File: config.mk
export PLATFORM = sky130hd
export DESIGN_NAME = dbi_rx_decoder
export DESIGN_NICKNAME = d
export VERILOG_FILES = /design/src/rtl/dbi_rx_decoder.sv
export SDC_FILE = /design/constraint.sdc
export NUM_CORES = 1
export LEC_CHECK = 0
export BUFFER_PORTS_ARGS = -buffer_cell sky130_fd_sc_hd__buf_2
export CORE_MARGIN = 5
export CORE_UTILIZATION = 55
export DETAILED_ROUTE_END_ITERATION = 10
export GPL_ROUTABILITY_DRIVEN = 0
export PLACE_DENSITY = 0.75
export SLEW_MARGIN = 10
export SYNTH_ARGS = -nofsm -noshare
export SYNTH_HDL_FRONTEND = slang
export SYNTH_SLANG_ARGS = --single-unit
File: constraint.sdc
create_clock -name clk -period 2.5 [get_ports clk]
set_input_delay 0.5 -clock clk [delete_from_list [all_inputs] [get_ports clk]]
set_output_delay 0.5 -clock clk [all_outputs]
set_load 0.01 [all_outputs]
File: src/rtl/dbi_rx_decoder.sv
`default_nettype none
// ============================================================================
// dbi_rx_decoder : MIPI DBI Type-B write-bus receiver, byte decoder + FIFO
// Revision 1.0
// ============================================================================
module dbi_rx_decoder #(
  parameter int DBI_IF_D_W = 8,
  parameter int FIFO_DEPTH = 16,
  parameter int IDX_W      = 8
) (
  input  logic                  clk,
  input  logic                  rst_n,
  input  logic                  dbi_csx_i,
  input  logic                  dbi_dcx_i,
  input  logic                  dbi_wrx_i,
  input  logic                  dbi_rdx_i,
  input  logic                  dbi_resx_i,
  input  logic [DBI_IF_D_W-1:0] dbi_d_i,
  output logic [DBI_IF_D_W-1:0] rx_data_o,
  output logic                  rx_dcx_o,
  output logic [IDX_W-1:0]      rx_idx_o,
  output logic                  rx_valid_o,
  input  logic                  rx_ready_i,
  output logic [DBI_IF_D_W-1:0] last_cmd_o,
  output logic                  ovf_o,
  output logic                  rd_seen_o,
  input  logic                  err_clr_i,
  output logic                  disp_rst_o
);

  localparam int PTR_W   = $clog2(FIFO_DEPTH);
  localparam int CNT_W   = PTR_W + 1;
  localparam int ENTRY_W = IDX_W + 1 + DBI_IF_D_W;
  localparam logic [CNT_W-1:0] DEPTH_CNT = CNT_W'(FIFO_DEPTH);
  localparam logic [IDX_W-1:0] IDX_MAX   = {IDX_W{1'b1}};
  localparam logic [IDX_W-1:0] IDX_FIRST = IDX_W'(1);

  typedef enum logic [1:0] {
    ST_RESET  = 2'd0,
    ST_IDLE   = 2'd1,
    ST_SELECT = 2'd2
  } state_t;

  logic                  s1_csx, s2_csx;
  logic                  s1_dcx, s2_dcx;
  logic                  s1_wrx, s2_wrx, s3_wrx;
  logic                  s1_rdx, s2_rdx;
  logic                  s1_resx, s2_resx;
  logic [DBI_IF_D_W-1:0] s1_d, s2_d;

  // RESX stages reset low so the display is reported as held in reset while
  // rst_n is asserted; the other strobes reset to their idle-high level so a
  // fresh WRX low->high is needed before the first capture.
  always_ff @(posedge clk or negedge rst_n) begin
    if (!rst_n) begin
      s1_csx  <= 1'b1;
      s2_csx  <= 1'b1;
      s1_dcx  <= 1'b1;
      s2_dcx  <= 1'b1;
      s1_wrx  <= 1'b1;
      s2_wrx  <= 1'b1;
      s3_wrx  <= 1'b1;
      s1_rdx  <= 1'b1;
      s2_rdx  <= 1'b1;
      s1_resx <= 1'b0;
      s2_resx <= 1'b0;
      s1_d    <= '0;
      s2_d    <= '0;
    end else begin
      s1_csx  <= dbi_csx_i;
      s2_csx  <= s1_csx;
      s1_dcx  <= dbi_dcx_i;
      s2_dcx  <= s1_dcx;
      s1_wrx  <= dbi_wrx_i;
      s2_wrx  <= s1_wrx;
      s3_wrx  <= s2_wrx;
      s1_rdx  <= dbi_rdx_i;
      s2_rdx  <= s1_rdx;
      s1_resx <= dbi_resx_i;
      s2_resx <= s1_resx;
      s1_d    <= dbi_d_i;
      s2_d    <= s1_d;
    end
  end

  state_t state, state_nxt;
  logic   capture, rd_set, enter_reset;

  always_ff @(posedge clk or negedge rst_n) begin
    if (!rst_n) begin
      state <= ST_RESET;
    end else begin
      state <= state_nxt;
    end
  end

  // Decisions follow the synchronized pins directly so a capture lands
  // exactly two edges after the WRX rise is first sampled.
  always_comb begin
    state_nxt   = state;
    capture     = 1'b0;
    rd_set      = 1'b0;
    enter_reset = 1'b0;
    if (!s2_resx) begin
      state_nxt = ST_RESET;
    end else if (s2_csx) begin
      state_nxt = ST_IDLE;
    end else begin
      state_nxt = ST_SELECT;
    end
    enter_reset = (state_nxt == ST_RESET) && (state != ST_RESET);
    if (state_nxt == ST_SELECT) begin
      capture = s2_wrx && !s3_wrx;
      rd_set  = !s2_rdx;
    end
  end

  logic [IDX_W-1:0] idx_cnt;
  logic [IDX_W-1:0] entry_idx;

  assign entry_idx = s2_dcx ? idx_cnt : '0;

  always_ff @(posedge clk or negedge rst_n) begin
    if (!rst_n) begin
      idx_cnt    <= IDX_FIRST;
      last_cmd_o <= '0;
    end else if (enter_reset) begin
      idx_cnt    <= IDX_FIRST;
      last_cmd_o <= '0;
    end else if (capture) begin
      if (!s2_dcx) begin
        idx_cnt    <= IDX_FIRST;
        last_cmd_o <= s2_d;
      end else if (idx_cnt != IDX_MAX) begin
        idx_cnt <= idx_cnt + 1'b1;
      end
    end
  end

  logic [ENTRY_W-1:0]    mem [FIFO_DEPTH];
  logic [PTR_W-1:0]      wr_ptr, rd_ptr;
  logic [CNT_W-1:0]      count;
  logic                  full, push, pop, drop;
  logic [IDX_W-1:0]      head_idx;
  logic                  head_dcx;
  logic [DBI_IF_D_W-1:0] head_data;

  // Fullness is judged on the current count, so a same-cycle pop never
  // makes room for the incoming byte.
  assign full = (count == DEPTH_CNT);
  assign push = capture && !full;
  assign drop = capture && full;
  assign pop  = rx_valid_o && rx_ready_i;

  always_ff @(posedge clk) begin
    if (push) begin
      mem[wr_ptr] <= {entry_idx, s2_dcx, s2_d};
    end
  end

  always_ff @(posedge clk or negedge rst_n) begin
    if (!rst_n) begin
      wr_ptr <= '0;
      rd_ptr <= '0;
      count  <= '0;
    end else if (enter_reset) begin
      wr_ptr <= '0;
      rd_ptr <= '0;
      count  <= '0;
    end else begin
      if (push) begin
        wr_ptr <= wr_ptr + 1'b1;
      end
      if (pop) begin
        rd_ptr <= rd_ptr + 1'b1;
      end
      case ({push, pop})
        2'b10:   count <= count + 1'b1;
        2'b01:   count <= count - 1'b1;
        default: count <= count;
      endcase
    end
  end

  assign {head_idx, head_dcx, head_data} = mem[rd_ptr];

  assign rx_valid_o = (count != '0);
  assign rx_data_o  = rx_valid_o ? head_data : '0;
  assign rx_dcx_o   = rx_valid_o ? head_dcx  : 1'b0;
  assign rx_idx_o   = rx_valid_o ? head_idx  : '0;

  // Sticky flags: a set event in the clear cycle wins.
  always_ff @(posedge clk or negedge rst_n) begin
    if (!rst_n) begin
      ovf_o     <= 1'b0;
      rd_seen_o <= 1'b0;
    end else begin
      if (drop) begin
        ovf_o <= 1'b1;
      end else if (err_clr_i) begin
        ovf_o <= 1'b0;
      end
      if (rd_set) begin
        rd_seen_o <= 1'b1;
      end else if (err_clr_i) begin
        rd_seen_o <= 1'b0;
      end
    end
  end

  assign disp_rst_o = ~s2_resx;

endmodule
`default_nettype wire

## Word level (Yosys, flattened, before mapping)

Memory sizes are Yosys's and may differ from the RTL's.
Cells that the tools add are included.

- Register bits: 60
- Memory bits (writable): 272
- Input bits: 17
- Output and inout bits: 29
- Memories: 1

Memory list:

| name | words | bits a word | read ports | clocked after Yosys merged registers in | wr ports | RTL line | source |
|---|---|---|---|---|---|---|---|
| mem | 16 | 17 | 1 | 0 | 1 | 140 | `logic [ENTRY_W-1:0] mem [FIFO_DEPTH];` |

- Add/subtract/negate cells: 5
- Equal/unequal tests: 7
- Multiplexer cells: 26
- Bitwise gates (word level): 1
- Reductions and logical operators: 19

Operators with widths:

| kind | count |
|---|---|
| 8-bit 2-to-1 mux | 10 |
| 4-bit 2-to-1 mux | 4 |
| 2-bit nonzero test | 6 |
| 5-bit case mux with 2 select lines | 1 |
| 4-bit by 1-bit adder with 4-bit output, second input constant | 2 |
| 8-bit by 1-bit adder with 8-bit output, second input constant | 1 |
| 1-bit 2-to-1 mux | 8 |
| 8-bit inequality test, second input constant | 1 |
| 5-bit by 1-bit adder with 5-bit output, second input constant | 1 |
| 5-bit == test, second input constant | 1 |
| 1-bit logical AND | 5 |
| 5-bit 2-to-1 mux | 1 |
| 5-bit nonzero test | 1 |
| 5-bit by 1-bit subtractor with 5-bit output, second input constant | 1 |
| 2-bit == test, second input constant | 2 |
| 2-bit 2-to-1 mux | 2 |
| 2-bit AND reduction | 2 |
| 1-bit logical NOT | 3 |
| 3-bit by 1-bit inequality test with 1-bit output, second input constant | 1 |
| 3-bit nonzero test | 1 |
| 2-bit by 1-bit == test with 1-bit output, second input constant | 1 |
| 2-bit logical NOT | 1 |
| 2-bit by 1-bit inequality test with 1-bit output, second input constant | 1 |
| 1-bit inverter | 1 |

## Logic depth before layout (Yosys ltp)

Gate-level depths: netlist of run 1.

- Word-level depth: 8
- Mapped depth: 13

## Least setup slack after synthesis of run 1

Ideal clock, no wire load.

- Kind: register to register
- Start: register count[1]
- End: register count[4]
- Setup time: 0.079 ns
- Data arrival time: 2.328 ns
- Data required time: 2.421 ns
- Setup slack: 0.092 ns
- Cell stages (with the launch flop): 10
- Path buffers: 1
- Period minus slack after synthesis: 2.408 ns
- Cells stage by stage: dfrtp_1 > or4_4 > o21ai_2 > buf_4 > nor2_1 > xnor2_1 > ha_1 > a31o_2 > a31oi_1 > mux2i_1

- Word-level cells in the longest chain between the ends: 6

RTL lines:

| item | RTL line | source |
|---|---|---|
| from (decl) | 142 | `logic [CNT_W-1:0] count;` |
| from (signal assigned) | 178 | `2'b10: count <= count + 1'b1;` |
| from (signal assigned) | 179 | `2'b01: count <= count - 1'b1;` |
| from (signal assigned) | 180 | `default: count <= count;` |
| 5-bit == test | 150 | `assign full = (count == DEPTH_CNT);` |
| 1-bit logical NOT | 151 | `assign push = capture && !full;` |
| 1-bit logical AND | 151 |  |
| 2-bit by 1-bit == test with 1-bit output / 2-bit == test (equally long branches) | 177 | `case ({push, pop})` |
| 5-bit case mux with 2 select lines | 177 |  |
| 5-bit 2-to-1 mux | 166 | `end else if (enter_reset) begin` |

Several ways; a longest one is shown, not always the timed one.
A chain may end at the register's enable or synchronous reset.

## Worst setup path after layout of run 1

- Start: register rd_ptr[0]
- End: output port rx_idx_o[2]

- Word-level cells in the longest chain between the ends: 2

RTL lines:

| item | RTL line | source |
|---|---|---|
| from (decl) | 141 | `logic [PTR_W-1:0] wr_ptr, rd_ptr;` |
| from (signal assigned) | 175 | `rd_ptr <= rd_ptr + 1'b1;` |
| memory 16 x 17 bit | - |  |
| 8-bit 2-to-1 mux | 190 | `assign rx_idx_o = rx_valid_o ? head_idx : '0;` |
| to (decl) | 21 | `output logic [IDX_W-1:0] rx_idx_o,` |

No other way between the ends.

==> results of run 1 <==
-- worst max-delay path: stages (launching register included) --
cell and delay (ps):
dfrtp_4 460, buf_12 160, buf_8 160, mux4_2 520, mux4_2 490, nor2b_1 150
buf_2 140
-- layer usage --
layer,track usage [%],share of wire [%],vias to the layer above
li1,-,-,2779
met1,30.1,38,3370
met2,37.1,52,352
met3,3.56,7.9,49
met4,5.26,2.3,0
met5,0,0,-
-- Yosys cell counts, types with 4 or more instances --
cell	number	area (sq um)
nor2_1	25	93.8
nor2b_1	17	106
buf_6	7	78.8
xnor2_1	4	35.0
xor2_1	4	35.0
mux4_2	85	1910
inv_1	9	33.8
ha_1	8	100
o21ai_0	9	45.0
clkbuf_1	16	60.1
a21oi_1	8	40.0
nand2_1	28	105
dfrtp_1	50	1250
nand3_1	15	75.1
and2_1	23	144
and4_1	4	35.0
buf_2	5	25.0
dfstp_2	10	263
edfxtp_1	272	8170
-- layout by cell type, fill, tap and decap left out, drive strengths merged, types with 3 or more instances in the layout --
cell	synthesis	final
nor2	26	26
and2	23	23
a21oi	8	8
and4	4	4
or4	3	3
dfrtp	50	50
clkinv	0	16
dfstp	10	10
inv	10	10
nor3	4	4
mux2i	3	3
bufinv	0	4
ha	8	8
edfxtp	272	272
nand3	15	15
buf	14	102
o21ai	11	11
clkinvlp	0	3
nor2b	17	17
clkbuf	16	38
nor4	3	3
mux4	85	85
xor2	4	4
xnor2	4	4
nand2	28	28
-- cells by family (layout without fill, tap and decap cells) --
kind of cell / Yosys count / in the layout / synth area share, %
multiplexers: 88 / 88 / 15.1
buffers and inverters: 40 / 174 / 1.68
AO/OA/AOI/OAI: 33 / 33 / 1.58
adder cells (fa/ha/maj): 8 / 8 / 0.775
flip-flops: 332 / 332 / 74.9
XOR/XNOR: 8 / 8 / 0.542
AND/OR/NAND/NOR: 132 / 132 / 5.43
-- how the worst min path moves through the flow --
stage / start / endpoint / slack [ps] / depth (start not counted)
2_1_floorplan: rst_n / count[0] / 200 / 0
3_3_place_gp: s1_d[1] / s2_d[1] / 330 / 0
3_5_place_dp: s1_d[1] / s2_d[1] / 330 / 0
4_1_cts: dbi_wrx_i / s1_wrx / 40 / 1
5_1_grt: dbi_wrx_i / s1_wrx / 30 / 1
6_report: dbi_wrx_i / s1_wrx / 60 / 1
-- what timing repair did --
action	4_1_cts	5_1_grt
buffers inserted	8	2
endpoints found under the setup margin	18	20
resized for setup	13	32
endpoints found under the hold margin	21	0
hold buffers	1	0
pin swaps	2	5
gates cloned	3	4
-- power by group --
part           switching (mW)  leakage [nW]  internal [mW]
combinational            1.79          1.66           2.34
sequential              0.186          3.16           6.13
clock                    1.95         0.491           2.67
-- layout make-up --
cell class	instances	area, sq um
flip-flops and latches	332	9690
fillers	1433	8010
multi-input cells	269	3120
repair buffers	107	1080
clock buffers	34	787
well taps	319	399
clock inverters	23	213
inverters	10	40.0
-- registers in the layout (all words and copies together) (netlist names), 2 cells and up --
name	count
state	2
wr_ptr	4
count	5
last_cmd_o	8
s2_d	8
s1_d	8
mem	272
idx_cnt	8
rd_ptr	4
==> metrics.txt, run 1 <==
IO buf count 45; EDFF count, synth 272; Routed Antenna Nets 0; Seq cells post-synth 332; Setup WS post-layout -635 ps; clk_lat worst skew 550 ps; Reg2Reg Launch Point count[0]; reg-to-reg endpoint count[2]; Place WS -42.8 ps; Area after DPL 0.0139 sq mm; # IOs 46; violated checks negative setup slack; Syn Inst Count 641; R2R depth 9; hpwl dp 15,200 um; cell row count between 50 and 60; Die W 163 um; Critical Path RT 2000 ps; die area 0.0267 sq mm; Tot GR Track Use around 22%; Initial Utilization 55.4%; Critical path origin rd_ptr[0]; post-synth cell types between 40 and 50; total number of vias approximately 6,600; WHS just under 60 ps; power per standard cell area between 900 and 1000 mW/mm^2; share of layout cells above drive strength 1 35.1%; Area Growth Syn to Fin 18.6%; die extent in y between 150 and 200 um; first-pass GRT wire length roughly 43,000 um; Ys Warns 0; # DRC 0; CTS Buf Count 31; status finished, violations left; Routed WL 29,000 um; Fin. Hold Viols 0; critical path capture point rx_idx_o[2]; Syn Nets 666; Core ar. 0.0233 sq mm; vias in the first global route 6,850; Max-Cap Viols 0; clock sinks 332; final setup vio count 18; minimum clock period 3140 ps; Inst Count DP 1,020; maximum vdd drop 0.642 mV; initial drt markers 649; largest net degree at the start of global routing 37; post-synthesis sequential area ratio 74.9%; Final Total Pwr 15.1 mW; crit share post-route 125%; Fin Clk Skew 21.1 ps; nets just under 800; max frequency 319 MHz; drt wl/cell between 20 and 30 um; vias per inst 5.99; Post-Layout Inst Area 0.0153 sq mm; RSZ-0062 raised after global routing yes; DRT Pass-1 Iters 5; fin cells roughly 1,100; syn avg cell area just over 20 sq um; CTS tree done; initial antenna violation count 0; Finished Core Util 65.7%; H-Tree Depth 1; relative slew slack between 50% and 60%; Worst Max-Slew Pin Slew 684 ps; Setup CP Type reg2out; total gr overflow 0; Async S/R FF share, synth 18.1%; endpoint type of the worst setup path primary output; crit path max fanout 8; Worst Setup Start Kind flip-flop; Root Driver clkbuf_16; critical path data arrival time ~2600 ps; ys flop type edfxtp_1; final slew viol count 0; reg2reg setup slack about 20 ps; antenna cells 0; CTS max path bufs 3; Worst-path clk slew 70 ps; Setup TNS -10,050 ps; P_leak 5.31 nW; mapped cell area about 0.013 sq mm; Hold/Removal Path Class in2reg
Power figures use the tool's default switching activity.
==> run 2: changes to the inputs <==
CORE_ASPECT_RATIO = 0.75   (was unset)
CORE_UTILIZATION = 40   (was 55)
PLACE_DENSITY = unset   (was 0.75)
==> run 2 against run 1 <==
The flow still finishes with violations (negative setup slack). First-iteration DRC count is 20% lower. Routed wire length is 0.34% higher. Die area is 35% higher. Non-clock buffer count is 3 higher. Count of clock-buffer cells in the layout is 12 higher. Critical endpoint is now rx_idx_o[0].
==> metrics.txt, run 2 (synthesis gave the netlist of run 1 again) <==
IO buf count 45 (unchanged); area of the multi-input gates 0.00312 sq mm (about the same); vias per inst 5.42 (-9.5%); max frequency 326 MHz (+2.1%); reg-to-reg endpoint count[4]; total number of vias 6,470 (-1.2%); R2R depth 12 (+3); Setup CP Type reg2out; Initial Utilization 40.3% (-15 points); critical path data arrival time 2570 ps (-70 ps); Place WS -88.7 ps (-45.8 ps); clk_lat worst skew 520 ps (-30 ps); Worst Hold End s1_dcx; Setup TNS -9150 ps (+894 ps); initial antenna violation count 0 (unchanged); Max-Cap Viols 0 (unchanged); Routed WL 29,100 um (+0.34%); Fin. Hold Viols 0 (unchanged); sequential power share 41.3% (-0.6 points); share of layout cells above drive strength 1 35.5% (+0.37 points); first-pass GRT wire length 43,000 um (+0.52%); Worst Setup Start Kind flip-flop; reg2reg setup slack 90 ps (+70 ps); CTS Buf Count 34 (+9.7%); Internal Power 11.3 mW (+1.5%); status finished, violations left; WHS 83.2 ps (+23.6 ps); sw frac 25.9% (-0.12 points); antenna cells 0 (unchanged); initial drt markers 522 (-20%); met1 GRT Util 22.6% (-7.5 points); Worst Max-Slew Pin Slew 630 ps (-54.1 ps); nets 782 (+0.77%); GRT met2 Usage 26.1% (-11 points); maximum vdd drop 0.443 mV (-31%); Comb pwr share 26.5% (-0.9 points); Reg2Reg Launch Point count[0]; Critical Path RT 2000 ps (about the same); Root Driver clkbuf_16; Worst-path clk slew 60 ps (about the same); gr busiest metal met2; total gr overflow 0 (unchanged); endpoint type of the worst setup path primary output; RSZ-0062 raised after global routing yes; hold wc startpoint dbi_dcx_i; # IOs 46 (unchanged); Post-Layout Inst Area 0.0156 sq mm (+1.8%); Core ar. 0.0321 sq mm (+38%); Hold/Removal Path Class in2reg; power per standard cell area 979 mW/mm^2 (-0.43%); Routed Antenna Nets 0 (unchanged); Setup WS post-layout -571 ps (+64.8 ps); hpwl dp 16,800 um (+11%); P_leak 5.35 nW (+0.60%); relative slew slack 58.0% (+3.6 points); CTS max path bufs 3 (unchanged); drt wl/cell 24.4 um (-8.1%); CTS tree done; violated checks negative setup slack; Tot GR Track Use 15.9% (-5.9 points); crit share post-route 123% (-2.6 points); Area after DPL 0.0141 sq mm (+1.5%); clock power share 32.2% (+1.5 points); Filler cells 2,606 (+82%); die extent in y 166 um (+1.5%); minimum clock period 3070 ps (-64.8 ps); cell row count 57 (+1.8%); H-Tree Depth 2 (+1); die area 0.0360 sq mm (+35%); Psw 3.96 mW (+0.87%); met3 GRT Util 2.86% (-0.69 points); # DRC 0 (unchanged); DRT Pass-1 Iters 4 (-1); Final Total Pwr 15.3 mW (+1.3%); hold depth 1 (unchanged); Die W 218 um (+33%); Top reg by flops mem; crit path max fanout 10 (+2); vias in the first global route 6,745 (-1.5%); max FFs per register 272 (unchanged); final setup vio count 18 (unchanged); FF/Latch Area 0.00969 sq mm (about the same); final slew viol count 0 (unchanged); clock sinks 332 (unchanged); Fin Clk Skew 28.8 ps (+7.75 ps); commonest cells after routing, fill and taps aside edfxtp_1 (272), mux4_2 (85), dfrtp_1 (44); Area Growth Syn to Fin 20.8%; largest net degree at the start of global routing 32 (-14%); most common cell after layout, fill and taps aside edfxtp_1
## run 2: changes by cell type in the layout (fill, tap and decap cells not counted), sizes merged
cell and delta:
clkinvlp -2, bufinv -1, clkbuf +12, clkinv -7, inv +1, buf +3
## run 2: layer usage
layer  wire length, um  vias to the layer above  part of all wire [%]
li1                  -                     2817                     -
met3              1680                       36                   5.8
met4               380                        0                   1.3
met1             12700                     3429                    44
met2             14300                      188                    49
met5                 0                        -                     0
## run 2: worst max-delay path by stage
stage / start / endpoint / slack [ps] / depth (start not counted)
finish: rd_ptr[0] / rx_idx_o[0] / -570 / 6
global route: rd_ptr[0] / rx_data_o[7] / -640 / 6
CTS: rd_ptr[0] / rx_data_o[6] / -620 / 5
detailed placement: rd_ptr[0] / rx_dcx_o / -90 / 5
global placement: rd_ptr[0] / rx_dcx_o / -70 / 5
floorplan: count[1] / count[4] / 90 / 9
## run 2: critical path: stages, from the launching register on
cell	delay, ps
dfrtp_4	430
buf_12	170
clkbuf_16	200
mux4_2	490
mux4_2	450
nor2b_1	170
buf_2	150
## run 2: cell type report
cell class,instances,area share (%)
flip-flops and latches,332,62.1
multi-input cells,269,20.0
inverters,10,0.257
repair buffers,110,7.36
clock buffers,46,6.01
clock inverters,14,0.938
well taps,413,3.31
## run 2: through the flow
| stage | util, % | cells |
|---|---|---|
| after floorplan | - | 641 |
| after global placement | 43.8 | 1116 |
| after detailed placement | 43.8 | 1116 |
| after CTS | 47.6 | 1184 |
| after global routing | 48.6 | 1194 |
| final | 48.6 | 1194 |
## run 2: timing repair
action / CTS / global route
pin swaps: 2 / 6
hold buffers: 1 / 0
hold endpoints to repair: 11 / 0
cloned: 2 / 4
resized for setup: 10 / 32
endpoints found under the setup margin: 18 / 28
buffers inserted: 5 / 6
## run 2: power by group through the flow
stage | logic (mW) | registers (mW) | clock network, mW
floorplan | 2.35 | 6.35 | 0
global placement | 3.18 | 6.43 | 0
detailed placement | 3.25 | 6.44 | 0
CTS | 3.53 | 6.32 | 5.05
global route | 4.35 | 6.32 | 5.31
finish | 4.04 | 6.31 | 4.93
==> run 3: changes to the inputs <==
CELL_PAD_IN_SITES_DETAIL_PLACEMENT = 1   (was unset)
CELL_PAD_IN_SITES_GLOBAL_PLACEMENT = 2   (was unset)
PLACE_DENSITY_LB_ADDON = 0.1   (was unset)
==> run 3 against run 2 <==
The flow still finishes with violations (negative setup slack). Largest cell class unchanged. Register-to-register slack better by 90 ps. Clock skew fell by 15 ps. Worst setup slack gained 14 ps. First-iteration DRC count up 4.6%. Critical path type unchanged.
==> metrics.txt, run 3 (synthesis gave the netlist of run 1 again) <==
Worst Max-Slew Pin Slew 701 ps (+71.3 ps); IO buf count 45 (unchanged); antenna cells 0 (unchanged); most common cell after layout, fill and taps aside edfxtp_1; Setup WS post-layout -557 ps (+13.7 ps); vias per inst 5.47 (+1.0%); die extent in y 166 um (unchanged); Hold/Removal Path Class in2async; clk_lat worst skew 520 ps (about the same); P_leak 5.30 nW (-0.90%); minimum clock period 3060 ps (-13.7 ps); initial drt markers 546 (+4.6%); max frequency 327 MHz (+0.45%); CTS tree done; CP bufs+invs 2 (-1); Place WS -43.0 ps (+45.7 ps); Initial Utilization 40.3% (unchanged); Max-Cap Viols 0 (unchanged); Die W 218 um (unchanged); Fin. Hold Viols 0 (unchanged); Setup CP Type reg2out; largest stage delay on the critical path 540 ps (+50 ps); total gr overflow 0 (unchanged); violated checks negative setup slack; maximum vdd drop 0.570 mV (+29%); crit share post-route 122% (-0.55 points); relative slew slack 53.3% (-4.8 points); CTS max path bufs 3 (unchanged); vias in the first global route 6,969 (+3.3%); reg-to-reg endpoint count[4]; final setup vio count 18 (unchanged); Routed WL 32,200 um (+10%); drt wl/cell 27.2 um (+11%); Tot GR Track Use 17.8% (+2.0 points); nets 771 (-1.4%); RSZ-0062 raised after global routing yes; share of layout cells above drive strength 1 33.1% (-2.4 points); largest net degree at the start of global routing 31 (-3.1%); H-Tree Depth 2 (unchanged); R2R depth 8 (-4); Reg2Reg Launch Point count[0]; WHS 30.3 ps (-52.9 ps); first-pass GRT wire length 47,100 um (+9.5%); Filler cells 2,948 (+13%); die area 0.0360 sq mm (unchanged); Worst-path clk slew 60 ps (about the same); crit path cell chain buf_12, mux4_2, mux4_2, nor2b_4, buf_2; total number of vias 6,480 (+0.15%); CP max-delay cell mux4_2; Worst Setup Start Kind flip-flop; hpwl dp 17,300 um (+3.2%); cts-stage hold buffer count 0 (-1); critical path data arrival time 2560 ps (about the same); Final Total Pwr 15.2 mW (-0.24%); reg2reg setup slack 180 ps (+90 ps); final slew viol count 0 (unchanged); Area Growth Syn to Fin 19.7%; Core ar. 0.0321 sq mm (unchanged); # DRC 0 (unchanged); cell family with most CP delay multiplexers; Top reg by flops mem; status finished, violations left; initial antenna violation count 0 (unchanged); power per standard cell area 985 mW/mm^2 (+0.60%); Fin Clk Skew 13.7 ps (-15.1 ps); crit path max fanout 18 (+8); # IOs 46 (unchanged); cell row count 57 (unchanged); commonest cells after routing, fill and taps aside edfxtp_1 (272), mux4_2 (85), dfrtp_1 (48); Setup TNS -8760 ps (+397 ps); CTS Buf Count 35 (+2.9%); Routed Antenna Nets 0 (unchanged); max FFs per register 272 (unchanged); DRT Pass-1 Iters 5 (+1); Critical Path RT 2000 ps (about the same); clock sinks 332 (unchanged); endpoint type of the worst setup path primary output; Critical Path Most Common Cell mux4_2; Root Driver clkbuf_16
-- run 3: changes by cell type in the layout (fill, tap and decap cells not counted), moves of 3 or more --
| cell | change |
|---|---|
| buf_2 | -3 |
| buf_4 | -9 |
| clkbuf_1 | +4 |
| dfrtp_1 | +4 |
| dfrtp_2 | -4 |
| nor2b_1 | -4 |
| nor2b_4 | +4 |
-- run 3: timing repair --
item,in CTS,in global routing
pin swaps,2,2
resized for setup,9,26
buffers inserted,4,3
setup endpoints to repair,18,20
cloned,2,3
-- run 3: layout make-up --
cell class | instances | area, sq um | area share, %
repair buffers | 98 | 1050 | 6.79
flip-flops and latches | 332 | 9690 | 62.6
inverters | 10 | 40.0 | 0.259
well taps | 413 | 517 | 3.34
clock buffers | 52 | 1000 | 6.48
clock inverters | 10 | 72.6 | 0.469
multi-input cells | 269 | 3100 | 20.0
-- run 3: worst max-delay path by stage --
stage	start	endpoint	slack (ps)	cells after the start
2_1_floorplan	count[1]	count[4]	90	9
3_3_place_gp	rd_ptr[0]	rx_data_o[4]	-50	5
3_5_place_dp	rd_ptr[0]	rx_idx_o[3]	-40	5
4_1_cts	rd_ptr[0]	rx_data_o[0]	-590	5
5_1_grt	rd_ptr[0]	rx_data_o[2]	-650	6
6_report	rd_ptr[0]	rx_idx_o[3]	-560	5
-- run 3: layer usage --
metal / share of wire [%] / up-vias / GRT usage, %
li1: - / 2772 / -
met2: 47 / 149 / 27.9
met5: 0 / - / 0
met3: 5.2 / 38 / 3.05
met4: 1.5 / 0 / 3.82
met1: 46 / 3521 / 26.7
-- run 3: metrics by stage --
stage | std cells | util, % | area [sq um]
after detailed placement | 1110 | 43.8 | 14000
after global placement | 1110 | 43.8 | 14000
after global routing | 1184 | 48.2 | 15500
after floorplan | 641 | - | 12900
after CTS | 1178 | 47.5 | 15200
final | 1184 | 48.2 | 15500
-- run 3: report_power, final --
group          switching (mW)  internal, mW
Clock                    2.03          2.87
Sequential              0.176          6.13
Combinational            1.80          2.23
Total                    4.01          11.2
